**src/rtl/ps2_host_tx_if.sv**
```systemverilog
// PS/2 host transmitter bus: byte request handshake, raw line levels and
// the open-drain pull enables that the top level turns into tri-states.
interface ps2_host_tx_if;
    logic [7:0] tx_data;
    logic       tx_start;
    logic       ps2_clk_in;
    logic       ps2_dat_in;
    logic       ps2_clk_oe;
    logic       ps2_dat_oe;
    logic       tx_busy;
    logic       tx_done;
    logic       tx_error;
    logic       rx_inhibit;

    // Transmitter side.
    modport slave (
        input  tx_data, tx_start, ps2_clk_in, ps2_dat_in,
        output ps2_clk_oe, ps2_dat_oe, tx_busy, tx_done, tx_error, rx_inhibit
    );

    // Requester / line side.
    modport master (
        output tx_data, tx_start, ps2_clk_in, ps2_dat_in,
        input  ps2_clk_oe, ps2_dat_oe, tx_busy, tx_done, tx_error, rx_inhibit
    );
endinterface

```
**src/rtl/ps2_host_tx.sv**
```systemverilog
// PS/2 host-to-device transmitter. Inhibits the bus, issues the start bit,
// shifts D0..D7, odd parity and stop bit on device clock falls, samples the
// device ACK, then waits for both lines to go idle. A watchdog bounds the
// whole device-clocked part of the frame.
// Optional macro PS2_HOST_TX_RETRY_EN: on NACK or timeout the frame is re-run
// once with the same byte before tx_done/tx_error are reported.
module ps2_host_tx #(
    parameter int INHIBIT_CYCLES = 6000,
    parameter int TIMEOUT_CYCLES = 1000000,
    parameter int SYNC_STAGES    = 2
) (
    input  logic         iCLK_50,
    input  logic         iRST_n,
    ps2_host_tx_if.slave bus
);

    typedef enum logic [2:0] {
        S_IDLE,
        S_INHIBIT,
        S_REQ,
        S_SHIFT,
        S_ACK,
        S_WAIT_IDLE
    } state_t;

    localparam int INH_W = $clog2(INHIBIT_CYCLES + 1);
    localparam int WD_W  = $clog2(TIMEOUT_CYCLES + 1);
    localparam logic [INH_W-1:0] INH_LAST = INH_W'(INHIBIT_CYCLES - 1);
    localparam logic [WD_W-1:0]  WD_LAST  = WD_W'(TIMEOUT_CYCLES - 1);

`ifdef PS2_HOST_TX_RETRY_EN
    localparam bit RETRY_EN = 1'b1;
`else
    localparam bit RETRY_EN = 1'b0;
`endif

    state_t                 state_q,    state_d;
    logic [SYNC_STAGES-1:0] clk_sync_q, clk_sync_d;
    logic [SYNC_STAGES-1:0] dat_sync_q, dat_sync_d;
    logic                   clk_prev_q, clk_prev_d;
    logic [7:0]             data_q,     data_d;
    logic                   parity_q,   parity_d;
    logic [3:0]             bit_cnt_q,  bit_cnt_d;
    logic [INH_W-1:0]       inh_cnt_q,  inh_cnt_d;
    logic [WD_W-1:0]        wdog_q,     wdog_d;
    logic                   clk_oe_q,   clk_oe_d;
    logic                   dat_oe_q,   dat_oe_d;
    logic                   done_q,     done_d;
    logic                   err_q,      err_d;
    logic                   nack_q,     nack_d;
    logic                   retry_q,    retry_d;

    logic clk_s, dat_s, clk_fall;
    logic in_frame, wd_expired, inh_over, line_idle;
    logic frame_end, frame_fail, do_retry;

    assign clk_s      = clk_sync_q[SYNC_STAGES-1];
    assign dat_s      = dat_sync_q[SYNC_STAGES-1];
    assign clk_fall   = clk_prev_q & ~clk_s;
    assign line_idle  = clk_s & dat_s;
    assign in_frame   = (state_q == S_REQ) || (state_q == S_SHIFT) ||
                        (state_q == S_ACK) || (state_q == S_WAIT_IDLE);
    assign wd_expired = in_frame && (wdog_q == WD_LAST);
    assign inh_over   = (state_q == S_INHIBIT) && (inh_cnt_q == INH_LAST);
    // A frame ends either by watchdog or by the bus returning to idle after ACK.
    assign frame_end  = wd_expired || ((state_q == S_WAIT_IDLE) && line_idle);
    assign frame_fail = wd_expired || nack_q;
    assign do_retry   = frame_end && frame_fail && RETRY_EN && !retry_q;

    // State and datapath registers with synchronous active-low reset.
    always_ff @(posedge iCLK_50) begin
        // NOTE: non-blocking assignments so every register samples the
        // pre-edge values regardless of statement order.
        if (!iRST_n) begin
            state_q    <= S_IDLE;
            clk_sync_q <= '1;
            dat_sync_q <= '1;
            clk_prev_q <= 1'b1;
            data_q     <= '0;
            parity_q   <= 1'b0;
            bit_cnt_q  <= '0;
            inh_cnt_q  <= '0;
            wdog_q     <= '0;
            clk_oe_q   <= 1'b0;
            dat_oe_q   <= 1'b0;
            done_q     <= 1'b0;
            err_q      <= 1'b0;
            nack_q     <= 1'b0;
            retry_q    <= 1'b0;
        end else begin
            state_q    <= state_d;
            clk_sync_q <= clk_sync_d;
            dat_sync_q <= dat_sync_d;
            clk_prev_q <= clk_prev_d;
            data_q     <= data_d;
            parity_q   <= parity_d;
            bit_cnt_q  <= bit_cnt_d;
            inh_cnt_q  <= inh_cnt_d;
            wdog_q     <= wdog_d;
            clk_oe_q   <= clk_oe_d;
            dat_oe_q   <= dat_oe_d;
            done_q     <= done_d;
            err_q      <= err_d;
            nack_q     <= nack_d;
            retry_q    <= retry_d;
        end
    end

    // Next-state logic: frame sequencing plus end-of-frame / retry override.
    always_comb begin
        // NOTE: default assignment first so no path leaves state_d unassigned
        // (which would infer a latch).
        state_d = state_q;
        case (state_q)
            S_IDLE:      if (bus.tx_start) state_d = S_INHIBIT;
            S_INHIBIT:   if (inh_over) state_d = S_REQ;
            S_REQ:       if (clk_fall) state_d = S_SHIFT;
            S_SHIFT:     if (clk_fall && (bit_cnt_q == 4'd9)) state_d = S_ACK;
            S_ACK:       if (clk_fall) state_d = S_WAIT_IDLE;
            S_WAIT_IDLE: state_d = S_WAIT_IDLE;
            default:     state_d = S_IDLE;
        endcase
        if (frame_end) state_d = do_retry ? S_INHIBIT : S_IDLE;
    end

    // Output and datapath logic: line enables, counters, status pulses.
    always_comb begin
        clk_sync_d = {clk_sync_q[SYNC_STAGES-2:0], bus.ps2_clk_in};
        dat_sync_d = {dat_sync_q[SYNC_STAGES-2:0], bus.ps2_dat_in};
        clk_prev_d = clk_s;
        data_d     = data_q;
        parity_d   = parity_q;
        bit_cnt_d  = bit_cnt_q;
        inh_cnt_d  = inh_cnt_q;
        wdog_d     = in_frame ? wdog_q + 1'b1 : wdog_q;
        clk_oe_d   = clk_oe_q;
        dat_oe_d   = dat_oe_q;
        done_d     = 1'b0;
        err_d      = 1'b0;
        nack_d     = nack_q;
        retry_d    = retry_q;

        case (state_q)
            S_IDLE: begin
                if (bus.tx_start) begin
                    data_d    = bus.tx_data;
                    parity_d  = ~^bus.tx_data;
                    clk_oe_d  = 1'b1;
                    dat_oe_d  = 1'b0;
                    inh_cnt_d = '0;
                    nack_d    = 1'b0;
                    retry_d   = 1'b0;
                end
            end
            S_INHIBIT: begin
                if (inh_over) begin
                    // Release CLK and present the start bit in the same edge.
                    clk_oe_d  = 1'b0;
                    dat_oe_d  = 1'b1;
                    bit_cnt_d = '0;
                    wdog_d    = '0;
                    nack_d    = 1'b0;
                end else begin
                    inh_cnt_d = inh_cnt_q + 1'b1;
                end
            end
            S_REQ, S_SHIFT: begin
                if (clk_fall) begin
                    bit_cnt_d = bit_cnt_q + 1'b1;
                    if (bit_cnt_q < 4'd8)       dat_oe_d = ~data_q[bit_cnt_q[2:0]];
                    else if (bit_cnt_q == 4'd8) dat_oe_d = ~parity_q;
                    else                        dat_oe_d = 1'b0;
                end
            end
            S_ACK: begin
                if (clk_fall) nack_d = dat_s;
            end
            default: ;
        endcase

        if (frame_end) begin
            clk_oe_d = 1'b0;
            dat_oe_d = 1'b0;
            if (do_retry) begin
                retry_d   = 1'b1;
                clk_oe_d  = 1'b1;
                inh_cnt_d = '0;
            end else begin
                done_d = 1'b1;
                err_d  = frame_fail;
            end
        end
    end

    assign bus.ps2_clk_oe = clk_oe_q;
    assign bus.ps2_dat_oe = dat_oe_q;
    assign bus.tx_busy    = (state_q != S_IDLE);
    assign bus.rx_inhibit = (state_q != S_IDLE);
    assign bus.tx_done    = done_q;
    assign bus.tx_error   = err_q;

endmodule

```
**src/flat_wrapper.sv**
```systemverilog
// flat-port wrapper written by rule: the top's interface ports become plain ports
module ps2_host_tx_flat 
#(
    parameter int INHIBIT_CYCLES = 6000,
    parameter int TIMEOUT_CYCLES = 1000000,
    parameter int SYNC_STAGES    = 2
)
  (iCLK_50, iRST_n, bus_tx_data, bus_tx_start, bus_ps2_clk_in, bus_ps2_dat_in, bus_ps2_clk_oe, bus_ps2_dat_oe, bus_tx_busy, bus_tx_done, bus_tx_error, bus_rx_inhibit);
  ps2_host_tx_if bus_i ();
  input  logic iCLK_50;
  input  logic iRST_n;
  input wire logic [$bits(bus_i.tx_data)-1:0] bus_tx_data;
  input wire logic [$bits(bus_i.tx_start)-1:0] bus_tx_start;
  input wire logic [$bits(bus_i.ps2_clk_in)-1:0] bus_ps2_clk_in;
  input wire logic [$bits(bus_i.ps2_dat_in)-1:0] bus_ps2_dat_in;
  output wire logic [$bits(bus_i.ps2_clk_oe)-1:0] bus_ps2_clk_oe;
  output wire logic [$bits(bus_i.ps2_dat_oe)-1:0] bus_ps2_dat_oe;
  output wire logic [$bits(bus_i.tx_busy)-1:0] bus_tx_busy;
  output wire logic [$bits(bus_i.tx_done)-1:0] bus_tx_done;
  output wire logic [$bits(bus_i.tx_error)-1:0] bus_tx_error;
  output wire logic [$bits(bus_i.rx_inhibit)-1:0] bus_rx_inhibit;
  assign bus_i.tx_data = bus_tx_data;
  assign bus_i.tx_start = bus_tx_start;
  assign bus_i.ps2_clk_in = bus_ps2_clk_in;
  assign bus_i.ps2_dat_in = bus_ps2_dat_in;
  assign bus_ps2_clk_oe = bus_i.ps2_clk_oe;
  assign bus_ps2_dat_oe = bus_i.ps2_dat_oe;
  assign bus_tx_busy = bus_i.tx_busy;
  assign bus_tx_done = bus_i.tx_done;
  assign bus_tx_error = bus_i.tx_error;
  assign bus_rx_inhibit = bus_i.rx_inhibit;
  ps2_host_tx #(.INHIBIT_CYCLES(INHIBIT_CYCLES), .TIMEOUT_CYCLES(TIMEOUT_CYCLES), .SYNC_STAGES(SYNC_STAGES)) u_core (.iCLK_50(iCLK_50), .iRST_n(iRST_n), .bus(bus_i));
endmodule
```
**config.mk**
```make
export PLATFORM = sky130hd
export DESIGN_NAME = ps2_host_tx_flat
export DESIGN_NICKNAME = d
export VERILOG_FILES = /design/src/rtl/ps2_host_tx_if.sv /design/src/rtl/ps2_host_tx.sv /design/src/flat_wrapper.sv
export SDC_FILE = /design/constraint.sdc
export NUM_CORES = 1
export LEC_CHECK = 0
export ABC_CLOCK_PERIOD_IN_PS = 5900
export BUFFER_PORTS_ARGS = -buffer_cell sky130_fd_sc_hd__buf_2
export CORE_MARGIN = 5
export CORE_UTILIZATION = 25
export CTS_BUF_LIST = sky130_fd_sc_hd__clkbuf_8
export DETAILED_ROUTE_END_ITERATION = 10
export PLACE_DENSITY = 0.47
export SKIP_LAST_GASP = 1
export SLEW_MARGIN = 20
export SYNTH_ARGS = -nofsm -noshare
export SYNTH_HDL_FRONTEND = slang
export SYNTH_SLANG_ARGS = --single-unit
```
**constraint.sdc**
```tcl
create_clock -name iCLK_50 -period 5.9 [get_ports iCLK_50]
set_clock_uncertainty 0.1 [all_clocks]
set_input_delay 0.295 -clock iCLK_50 [delete_from_list [all_inputs] [get_ports iCLK_50]]
set_output_delay 0.295 -clock iCLK_50 [all_outputs]
set_load 0.005 [all_outputs]
```
Word-level counts from Yosys, hierarchy flattened
Cells that the tools add are included.
{"block": "classes", "addsub": 3, "n_lt_le_gt_ge": 2, "eq_ne": 16, "mux": 29, "bitwise_logic": 6, "n_reduce_logical": 26}
{"cell": "two-way mux 20 bit", "count": 3}
{"cell": "two-way mux 13 bit", "count": 2}
{"cell": "case mux 13 bit (2 select lines)", "count": 1}
{"cell": "adder 20 x 1 -> 20 bit (second input constant)", "count": 1}
{"cell": "equality test 20 bit (second input constant)", "count": 1}
{"cell": "case mux 3 bit (6 select lines)", "count": 1}
{"cell": "two-way mux 3 bit", "count": 5}
{"cell": "adder 13 x 1 -> 13 bit (second input constant)", "count": 1}
{"cell": "equality test 13 bit (second input constant)", "count": 1}
{"cell": "two-way mux 1 bit", "count": 10}
{"cell": "AND reduction 3 bit", "count": 3}
{"cell": "nonzero test 3 bit", "count": 3}
{"cell": "equality test 4 bit (second input constant)", "count": 2}
{"cell": "two-way mux 4 bit", "count": 2}
{"cell": "!= test 2 x 1 -> 1 bit (second input constant)", "count": 4}
{"cell": "case mux 4 bit (2 select lines)", "count": 1}
{"cell": "AND reduction 4 bit", "count": 2}
{"cell": "XNOR reduction 8 bit", "count": 1}
{"cell": "equality test 3 x 2 -> 1 bit (second input constant)", "count": 2}
{"cell": "equality test 3 bit (second input constant)", "count": 2}
{"cell": "!= test 2 bit (second input constant)", "count": 3}
{"cell": "case mux 1 bit (3 select lines)", "count": 2}
{"cell": "logical OR 1 bit", "count": 5}
{"cell": "AND reduction 5 bit", "count": 1}
{"cell": "other kinds (13)", "count": 23}
{"block": "totals", "ff_bits": 59, "input_bits": 13, "output_inout_bits": 6}

Logic depth before layout (Yosys ltp)
Gate-level depths: netlist of the first run.
{"block": "logic_depth", "ltp_word": 7, "mapped_depth": 6, "ltp_nobuf": 6}

Worst setup path after synthesis of the first run
No wires, ideal clock.
{"block": "synth_timing", "kind": "flip-flop to flip-flop", "startpoint": "register u_core.inh_cnt_q[4]", "endpoint": "register u_core.wdog_q[18]", "setup_time_ps": 125, "t_arrival_ps": 1760, "required_ps": 5675, "path_slack_ps": 3915, "stages_incl_launch_ff": 6, "path_buffers": 1, "period_less_slack_ps": 1985, "cell_sequence": "dfxtp_1 > or4b_1 > or4_4 > o21ai_4 > buf_6 > a21oi_1"}
{"block": "synth_between", "elab_chain_len": 4}
{"element": "start: declaration", "line_no": "ps2_host_tx.sv:44", "rtl": "logic [INH_W-1:0] inh_cnt_q, inh_cnt_d;"}
{"element": "start signal: assignment", "line_no": "ps2_host_tx.sv:98", "rtl": "inh_cnt_q <= inh_cnt_d;"}
{"element": "equality test 13 bit", "line_no": "ps2_host_tx.sv:64", "rtl": "assign inh_over = (state_q == S_INHIBIT) && (inh_cnt_q == INH_LAST);"}
{"element": "logical AND 1 bit", "line_no": "ps2_host_tx.sv:64"}
{"element": "two-way mux 20 bit", "line_no": "ps2_host_tx.sv:156", "rtl": "if (inh_over) begin"}
{"element": "two-way mux 20 bit", "line_no": "ps2_host_tx.sv:143", "rtl": "case (state_q)"}
{"element": "end signal: assignment", "line_no": "ps2_host_tx.sv:99", "rtl": "wdog_q <= wdog_d;"}
{"element": "end: declaration", "line_no": "ps2_host_tx.sv:45", "rtl": "logic [WD_W-1:0] wdog_q, wdog_d;"}
Every way passes these cells.
A chain may end at the register's enable or synchronous reset.

Worst setup path in the final report of the first run
{"block": "layout_timing", "startpoint": "register u_core.state_q[1]", "endpoint": "register u_core.wdog_q[13]"}
{"block": "layout_between", "elab_chain_len": 7}
{"element": "start: declaration", "line_no": "ps2_host_tx.sv:37", "rtl": "state_t state_q, state_d;"}
{"element": "start signal: assignment", "line_no": "ps2_host_tx.sv:91", "rtl": "state_q <= state_d;"}
{"element": "equality test 3 x 2 -> 1 bit", "line_no": "ps2_host_tx.sv:61", "rtl": "assign in_frame = (state_q == S_REQ) || (state_q == S_SHIFT) ||"}
{"element": "logical OR 1 bit (2 in series)", "line_no": "ps2_host_tx.sv:61"}
{"element": "logical OR 1 bit", "line_no": "ps2_host_tx.sv:62", "rtl": "(state_q == S_ACK) || (state_q == S_WAIT_IDLE);"}
{"element": "two-way mux 20 bit", "line_no": "ps2_host_tx.sv:135", "rtl": "wdog_d = in_frame ? wdog_q + 1'b1 : wdog_q;"}
{"element": "two-way mux 20 bit", "line_no": "ps2_host_tx.sv:156"}
{"element": "two-way mux 20 bit *", "line_no": "ps2_host_tx.sv:143"}
Every way passes the cells marked *; elsewhere a longest branch is shown, timed or not.

==> qor.yml, run 1 <==
status: "complete, no violations"
antenna_found_initial: 0
via_per_inst: 4.93
wl_per_cell_um: 13.2
ant_nets: 0
synth_top_area_share_pct: 40.1
p_leak_nw: 1.11
synthTopCellsByArea: "dfxtp_1 (40%), nand2_1 (5.2%), a21oi_1 (3.7%), xor2_1 (3.3%), xnor2_1 (3.0%)"
placed_cells: 483
core_area_um2: 11500
setup_viol: 0
nNetsFinal: 368
p_sw_mw: 0.190
cts-resized-gates: 0
yosysUniqueCellTypes: 51
gp_congestion: 0.734
fillers: 1206
power_density_nw_per_um2: 242
hold_viol_final: 0
hold_path.class: "primary input to flop"
diodes: 0
power_frac_clock_pct: 42.3
drtIter0Drc: 88
timing.setup.tns_ps: 0
power_frac_seq_pct: 51.6
area_growth_pct: 12.5
dp.final_hpwl_mm: 4.56
min_path_cells: 2
instances_no_fill: 498
die_y_um: 118
post-place-ws_ps: 3400
slew_headroom_pct: 29.4
cts_made_buffers: 9
cp.arrival_ps: 2700
worstSetupPathType: "flop to flop"
grt_usage_pct: 9.83
whs_ps: 36.6
ys.flop_type: "dfxtp_1"
initial_core_util_pct: 25.7
grt_pass1_wl_mm: 11.5
rsz0062_at_grt: "false"
remaining_drc_errors: 0
vdd_ir_drop_max_v: 0.000103
synth_area_leader_cell: "dfxtp_1"
clkTransAtPathRegs_ps: 70
start_kind: "flop"
grt_pass1_vias: 2389
ys_seq_area_share_pct: 40.1
clock.fmax_ghz: 0.394
drtPass1Iterations: 4
drv_cap: 0
fp.dieArea_um2: 14000
synthCells: 337
swShare_pct: 23.8
worst_slew_pin_slew_ps: 1050
root_buffer: "clkbuf_8"
cts_sinks: 59
r2r_cells: 4
fin_crit_ps: 2540
grt_max_degree: 29
crit_path_end_kind: "flop"
tritoncts: "yes"
pwr-share-comb_pct: 6.1
synth-seq-cells: 59
ios: 19
clk-insertion-delay-late_ps: 340
hold_buffers: 0
grt-ovfl-total: 0
synth_nets: 354
port_buffers: 18
fin_crit_sh_pct: 43.1
ys_async_sr_fraction_pct: 0
row_count: 39
cp_max_fo: 15
syn_area_per_cell_um2: 8.73
clockBufferDepth: 2
setup_slack_ps: 3360
postCtsSetupBuffers: 0
synth-edff-count: 0
drv_slew: 0
yosys_warnings: 0
power_mw: 0.800
final_layout_size_suffix_gt1_share_pct: 12.4
p_int_mw: 0.610
netlist_area_um2: 2940
wl_mm: 6.59
vias: 2455
required_ps: 6060
die_w_um: 118
cts.htree.levels: 3
==> cell type report <==
cell class / instances / area (um2) / share of cell area, %
Inverter: 7 / 26.3 / 0.793
Multi-Input combinational cell: 255 / 1650 / 49.8
Sequential cell: 59 / 1180 / 35.7
Timing Repair Buffer: 19 / 97.6 / 2.95
Clock buffer: 12 / 165 / 4.99
Tap cell: 143 / 179 / 5.40
Clock inverter: 3 / 13.8 / 0.416
==> kinds of logic (layout without fill, tap and decap cells) <==
| logic type | after synthesis | in the layout | share of synthesized area [%] |
|---|---|---|---|
| buffers and inverters | 23 | 41 | 3.83 |
| muxes | 5 | 5 | 2.55 |
| AOI/OAI and AO/OA | 72 | 72 | 16.4 |
| and+or+nand+nor | 153 | 153 | 29.2 |
| DFF | 59 | 59 | 40.1 |
| xor gates and xnor gates | 21 | 21 | 6.25 |
| adders and majority gates | 4 | 4 | 1.70 |
==> path summary, 6_finish.rpt <==
kind                                   startpoint                         endpoint  slack, ps
setup reg to reg   u_core.state_q[1]$_SDFFE_PP0P_     u_core.wdog_q[13]$_SDFF_PN0_       3360
setup / recovery   u_core.state_q[1]$_SDFFE_PP0P_     u_core.wdog_q[13]$_SDFF_PN0_       3360
hold / removal                     bus_ps2_dat_in  u_core.dat_sync_q[0]$_SDFF_PN1_         40
hold reg to reg   u_core.dat_sync_q[0]$_SDFF_PN1_  u_core.dat_sync_q[1]$_SDFF_PN1_        310
==> power groups by stage <==
stage          registers [mW]  logic, mW  clock network [mW]
2_1_floorplan           0.418     0.0378                   0
3_3_place_gp            0.422     0.0505                   0
3_5_place_dp            0.422     0.0501                   0
4_1_cts                 0.413     0.0504               0.350
5_1_grt                 0.414     0.0561               0.365
6_report                0.413     0.0492               0.338
==> cells in the final DEF (no fill, tap or decap), types with 2 or more instances in the layout <==
| cell | synthesis | final |
|---|---|---|
| a211oi_1 | 7 | 7 |
| a21boi_0 | 8 | 8 |
| a21o_1 | 2 | 2 |
| a21oi_1 | 22 | 22 |
| and2_1 | 4 | 4 |
| and3_1 | 5 | 5 |
| and4_1 | 4 | 4 |
| buf_2 | 3 | 18 |
| clkbuf_8 | 0 | 12 |
| clkinv_2 | 0 | 2 |
| dfxtp_1 | 59 | 59 |
| ha_1 | 4 | 4 |
| inv_1 | 7 | 8 |
| mux2i_1 | 3 | 3 |
| mux4_2 | 2 | 2 |
| nand2_1 | 41 | 41 |
| nand2b_1 | 11 | 11 |
| nand3_1 | 12 | 12 |
| nand4_1 | 11 | 11 |
| nor2_1 | 20 | 20 |
| nor3_1 | 4 | 4 |
| nor3b_1 | 2 | 2 |
| nor4_1 | 3 | 3 |
| nor4b_1 | 3 | 3 |
| nor4bb_1 | 2 | 2 |
| o21a_1 | 6 | 6 |
| o21ai_0 | 9 | 9 |
| o31ai_1 | 11 | 11 |
| or3_1 | 8 | 8 |
| or3b_2 | 2 | 2 |
| or4_1 | 11 | 11 |
| xnor2_1 | 10 | 10 |
| xor2_1 | 11 | 11 |
==> Yosys cell counts (2+ instances only) <==
cell       n
dfxtp_1   59
nand2_1   41
a21oi_1   22
nor2_1    20
nand3_1   12
nand2b_1  11
nand4_1   11
o31ai_1   11
or4_1     11
xor2_1    11
xnor2_1   10
clkbuf_1   9
o21ai_0    9
a21boi_0   8
or3_1      8
a211oi_1   7
inv_1      7
o21a_1     6
and3_1     5
and2_1     4
and4_1     4
ha_1       4
nor3_1     4
buf_2      3
mux2i_1    3
nor4_1     3
nor4b_1    3
a21o_1     2
buf_4      2
buf_6      2
mux4_2     2
nor3b_1    2
nor4bb_1   2
or3b_2     2
==> state kept, by name, summed over array words and instances, names as in the netlist, 2 cells and up <==
name and flops:
u_core.bit_cnt_q 4, u_core.clk_sync_q 2, u_core.dat_sync_q 2, u_core.data_q 8, u_core.inh_cnt_q 13, u_core.state_q 3, u_core.wdog_q 20
==> worst max-delay path, stage by stage (launching register included) <==
cell and delay [ps]:
dfxtp_1 610, xor2_1 700, nand3_1 330, or4_1 570, a21oi_1 170
==> stage by stage <==
step / utilization (%) / area, um2
floorplan: - / 2940
global placement: 27.3 / 3130
detailed placement: 27.3 / 3130
CTS: 28.9 / 3310
global route: 28.9 / 3310
finish: 28.9 / 3310
==> per-layer routing <==
layer	up-vias	GRT usage [%]	wire, um
li1	1252	-	-
met1	1163	13.2	3330
met4	0	3.76	115
met5	-	0	0
met2	32	14.9	2940
met3	8	2.82	210
(Power assumes the default switching activity.)
==> run 2, diff against run 1 <==
--- a/config.mk
+++ b/config.mk
@@ -5,7 +5,7 @@
 export SDC_FILE = /design/constraint.sdc
 export NUM_CORES = 1
 export LEC_CHECK = 0
-export ABC_CLOCK_PERIOD_IN_PS = 5900
+export ABC_CLOCK_PERIOD_IN_PS = 2600
 export BUFFER_PORTS_ARGS = -buffer_cell sky130_fd_sc_hd__buf_2
 export CORE_MARGIN = 5
 export CORE_UTILIZATION = 25
==> constraint.sdc (replaced) <==
create_clock -name iCLK_50 -period 2.6 [get_ports iCLK_50]
set_clock_uncertainty 0.1 [all_clocks]
set_input_delay 0.13 -clock iCLK_50 [delete_from_list [all_inputs] [get_ports iCLK_50]]
set_output_delay 0.13 -clock iCLK_50 [all_outputs]
set_load 0.005 [all_outputs]
==> run 2 against run 1 <==
Against the previous run: wire length down 1.1%; combinational power grew to 2.6 times the previous value; die area is the same; total power rose to 2.6 times the previous value; maximum frequency grew 17%; core utilization grew 1.9 points; critical endpoint is now u_core.wdog_q[3]$_SDFF_PN0_; largest power group is now the clock network.
==> qor.yml, run 2 (synthesis results as in run 1) <==
root_buffer: "clkbuf_8"
row_count: 39  # unchanged
start_kind: "flop"
status: "complete, no violations"
via_per_inst: 4.82  # -2.2%
final_cell_mix: "dfxtp_1 (59), nand2_1 (41), a21oi_1 (22)"
fin_crit_ps: 2160  # -377 ps
pwr-share-comb_pct: 6.1  # about the same
ios: 19  # unchanged
clockBufferDepth: 2  # unchanged
initial_core_util_pct: 25.7  # unchanged
vias: 2482  # +1.1%
clk-insertion-delay-late_ps: 350  # about the same
timing.setup.tns_ps: 0  # unchanged
p_leak_nw: 1.21  # +8.3%
r2r_cells: 5  # +1
antenna_found_initial: 0  # unchanged
clkTransAtPathRegs_ps: 80  # about the same
nNetsFinal: 384  # +4.3%
gp_congestion: 0.749  # +2.0%
core_area_um2: 11500  # unchanged
rsz0062_at_grt: "false"
seq_area_um2: 1180  # unchanged
die_y_um: 118  # unchanged
clock.fmax_ghz: 0.462  # +17%
setup_viol: 0  # unchanged
slew_headroom_pct: 52.2  # +23 points
cts_sinks: 59  # unchanged
cts_made_buffers: 9  # unchanged
vdd_ir_drop_max_v: 0.000197  # +92%
cpPeakStageDelay_ps: 570  # -130 ps
multi_input_area_um2: 1650  # unchanged
cp_max_fo: 22  # +7
fin_util_pct: 30.7  # +1.9 points
r2r_slack_ps: 440  # -2920 ps
wl_per_cell_um: 12.7  # -4.4%
die_w_um: 118  # unchanged
worst_slew_pin_slew_ps: 707  # -344 ps
cp.depth: 5  # +1
tritoncts: "yes"
r2r_start: "u_core.inh_cnt_q[4]$_SDFFE_PN0P_"
grt_pass1_vias: 2368  # -0.88%
grt_usage_pct: 9.56  # -0.27 points
largest_register: "u_core.wdog_q"
layout_commonest_cell: "dfxtp_1"
cts.htree.levels: 3  # unchanged
dp.final_hpwl_mm: 4.59  # +0.62%
power_density_nw_per_um2: 599  # +150%
p_int_mw: 1.63  # +170%
hold_path.class: "primary input to flop"
grt_pass1_wl_mm: 11.2  # -2.6%
largest_reg_flops: 20  # unchanged
min_path_cells: 2  # unchanged
postCtsSetupBuffers: 0  # unchanged
cpMaxStageDelayCell: "or4b_1"
fillers: 1209  # +0.25%
r2r_end: "u_core.wdog_q[3]$_SDFF_PN0_"
p_sw_mw: 0.485  # +150%
holdCritStartpoint: "iRST_n"
remaining_drc_errors: 0  # unchanged
path_cells: "or4b_1 > or4_4 > o21ai_4 > buf_4 > nor2_1"
port_buffers: 18  # unchanged
worstSetupPathType: "flop to flop"
drv_cap: 0  # unchanged
crit_path_end_kind: "flop"
grt-ovfl-total: 0  # unchanged
hold_path_end: "u_core.dat_sync_q[1]$_SDFF_PN1_"
cts-resized-gates: 0  # unchanged
power_frac_seq_pct: 44.2  # -7.4 points
ant_nets: 0  # unchanged
drtPass1Iterations: 4  # unchanged
drtIter0Drc: 81  # -8.0%
power_frac_clock_pct: 49.7  # +7.4 points
cp_top_family: "simple AND/OR/NAND/NOR gates"
area_growth_pct: 19.8
hold_viol_final: 0  # unchanged
grt_max_degree: 29  # unchanged
diodes: 0  # unchanged
final_layout_size_suffix_gt1_share_pct: 14.0  # +1.6 points
wl_mm: 6.52  # -1.1%
cp_num_buf_inv: 1  # +1
fp.dieArea_um2: 14000  # unchanged
drv_slew: 0  # unchanged
reg_top3: "u_core.wdog_q (20), u_core.inh_cnt_q (13), u_core.data_q (8)"
fin_crit_sh_pct: 83.2  # +40 points
swShare_pct: 22.9  # -0.83 points
required_ps: 2730  # -3330 ps
cp.arrival_ps: 2290  # -410 ps
-- run 2: area by class of cell --
cell class	instances	area share [%]
inverters	7	0.745
clock inverters	7	3.51
multi-input cells	255	46.8
flip-flops and latches	59	33.5
well taps	143	5.07
repair buffers	35	6.88
clock buffers	9	3.51
-- run 2: worst max path at each step --
stage / startpoint / endpoint
after floorplan: u_core.inh_cnt_q[4]$_SDFFE_PN0P_ / u_core.wdog_q[18]$_SDFF_PN0_
after CTS: u_core.inh_cnt_q[4]$_SDFFE_PN0P_ / u_core.bit_cnt_q[2]$_SDFFE_PN0P_
final: u_core.inh_cnt_q[4]$_SDFFE_PN0P_ / u_core.wdog_q[3]$_SDFF_PN0_
after detailed placement: u_core.inh_cnt_q[4]$_SDFFE_PN0P_ / u_core.wdog_q[0]$_SDFF_PN0_
after global routing: u_core.state_q[0]$_SDFFE_PP0P_ / u_core.inh_cnt_q[12]$_SDFFE_PN0P_
after global placement: u_core.inh_cnt_q[4]$_SDFFE_PN0P_ / u_core.wdog_q[0]$_SDFF_PN0_
-- run 2: power by group through the flow --
stage	combinational (mW)	sequential, mW	clock (mW)
finish	0.129	0.933	1.05
global route	0.144	0.937	1.11
CTS	0.131	0.934	1.08
detailed placement	0.119	0.954	0
global placement	0.118	0.954	0
floorplan	0.0857	0.949	0
-- run 2: worst reg2reg max path, stage by stage, from the launching register on --
cell	delay, ps
dfxtp_1	340
or4b_1	570
or4_4	560
o21ai_4	130
buf_4	260
nor2_1	90
-- run 2: through the flow --
step | setup slack [ps] | power [mW] | hold WS, ps | cell area (um2) | instances
6_report | 437 | 2.11 | 99.1 | 3530 | 515
5_1_grt | 280 | 2.19 | 133 | 3530 | 515
4_1_cts | 405 | 2.15 | 97.4 | 3530 | 515
3_5_place_dp | 425 | 1.07 | 220 | 3180 | 489
3_3_place_gp | 452 | 1.07 | 214 | 3180 | 489
2_1_floorplan | 615 | 1.03 | 131 | 2940 | 337
-- run 2: repair_timing --
item,in CTS,in global routing
hold buffers,10,0
endpoints found under the hold margin,10,0
setup endpoints to repair,0,0
-- run 2: layer usage --
layer  part of all wire [%]  GRT usage, %
met5                      0             0
met4                    2.2          4.75
met3                    3.3          2.77
met2                     44          14.7
met1                     51          12.3
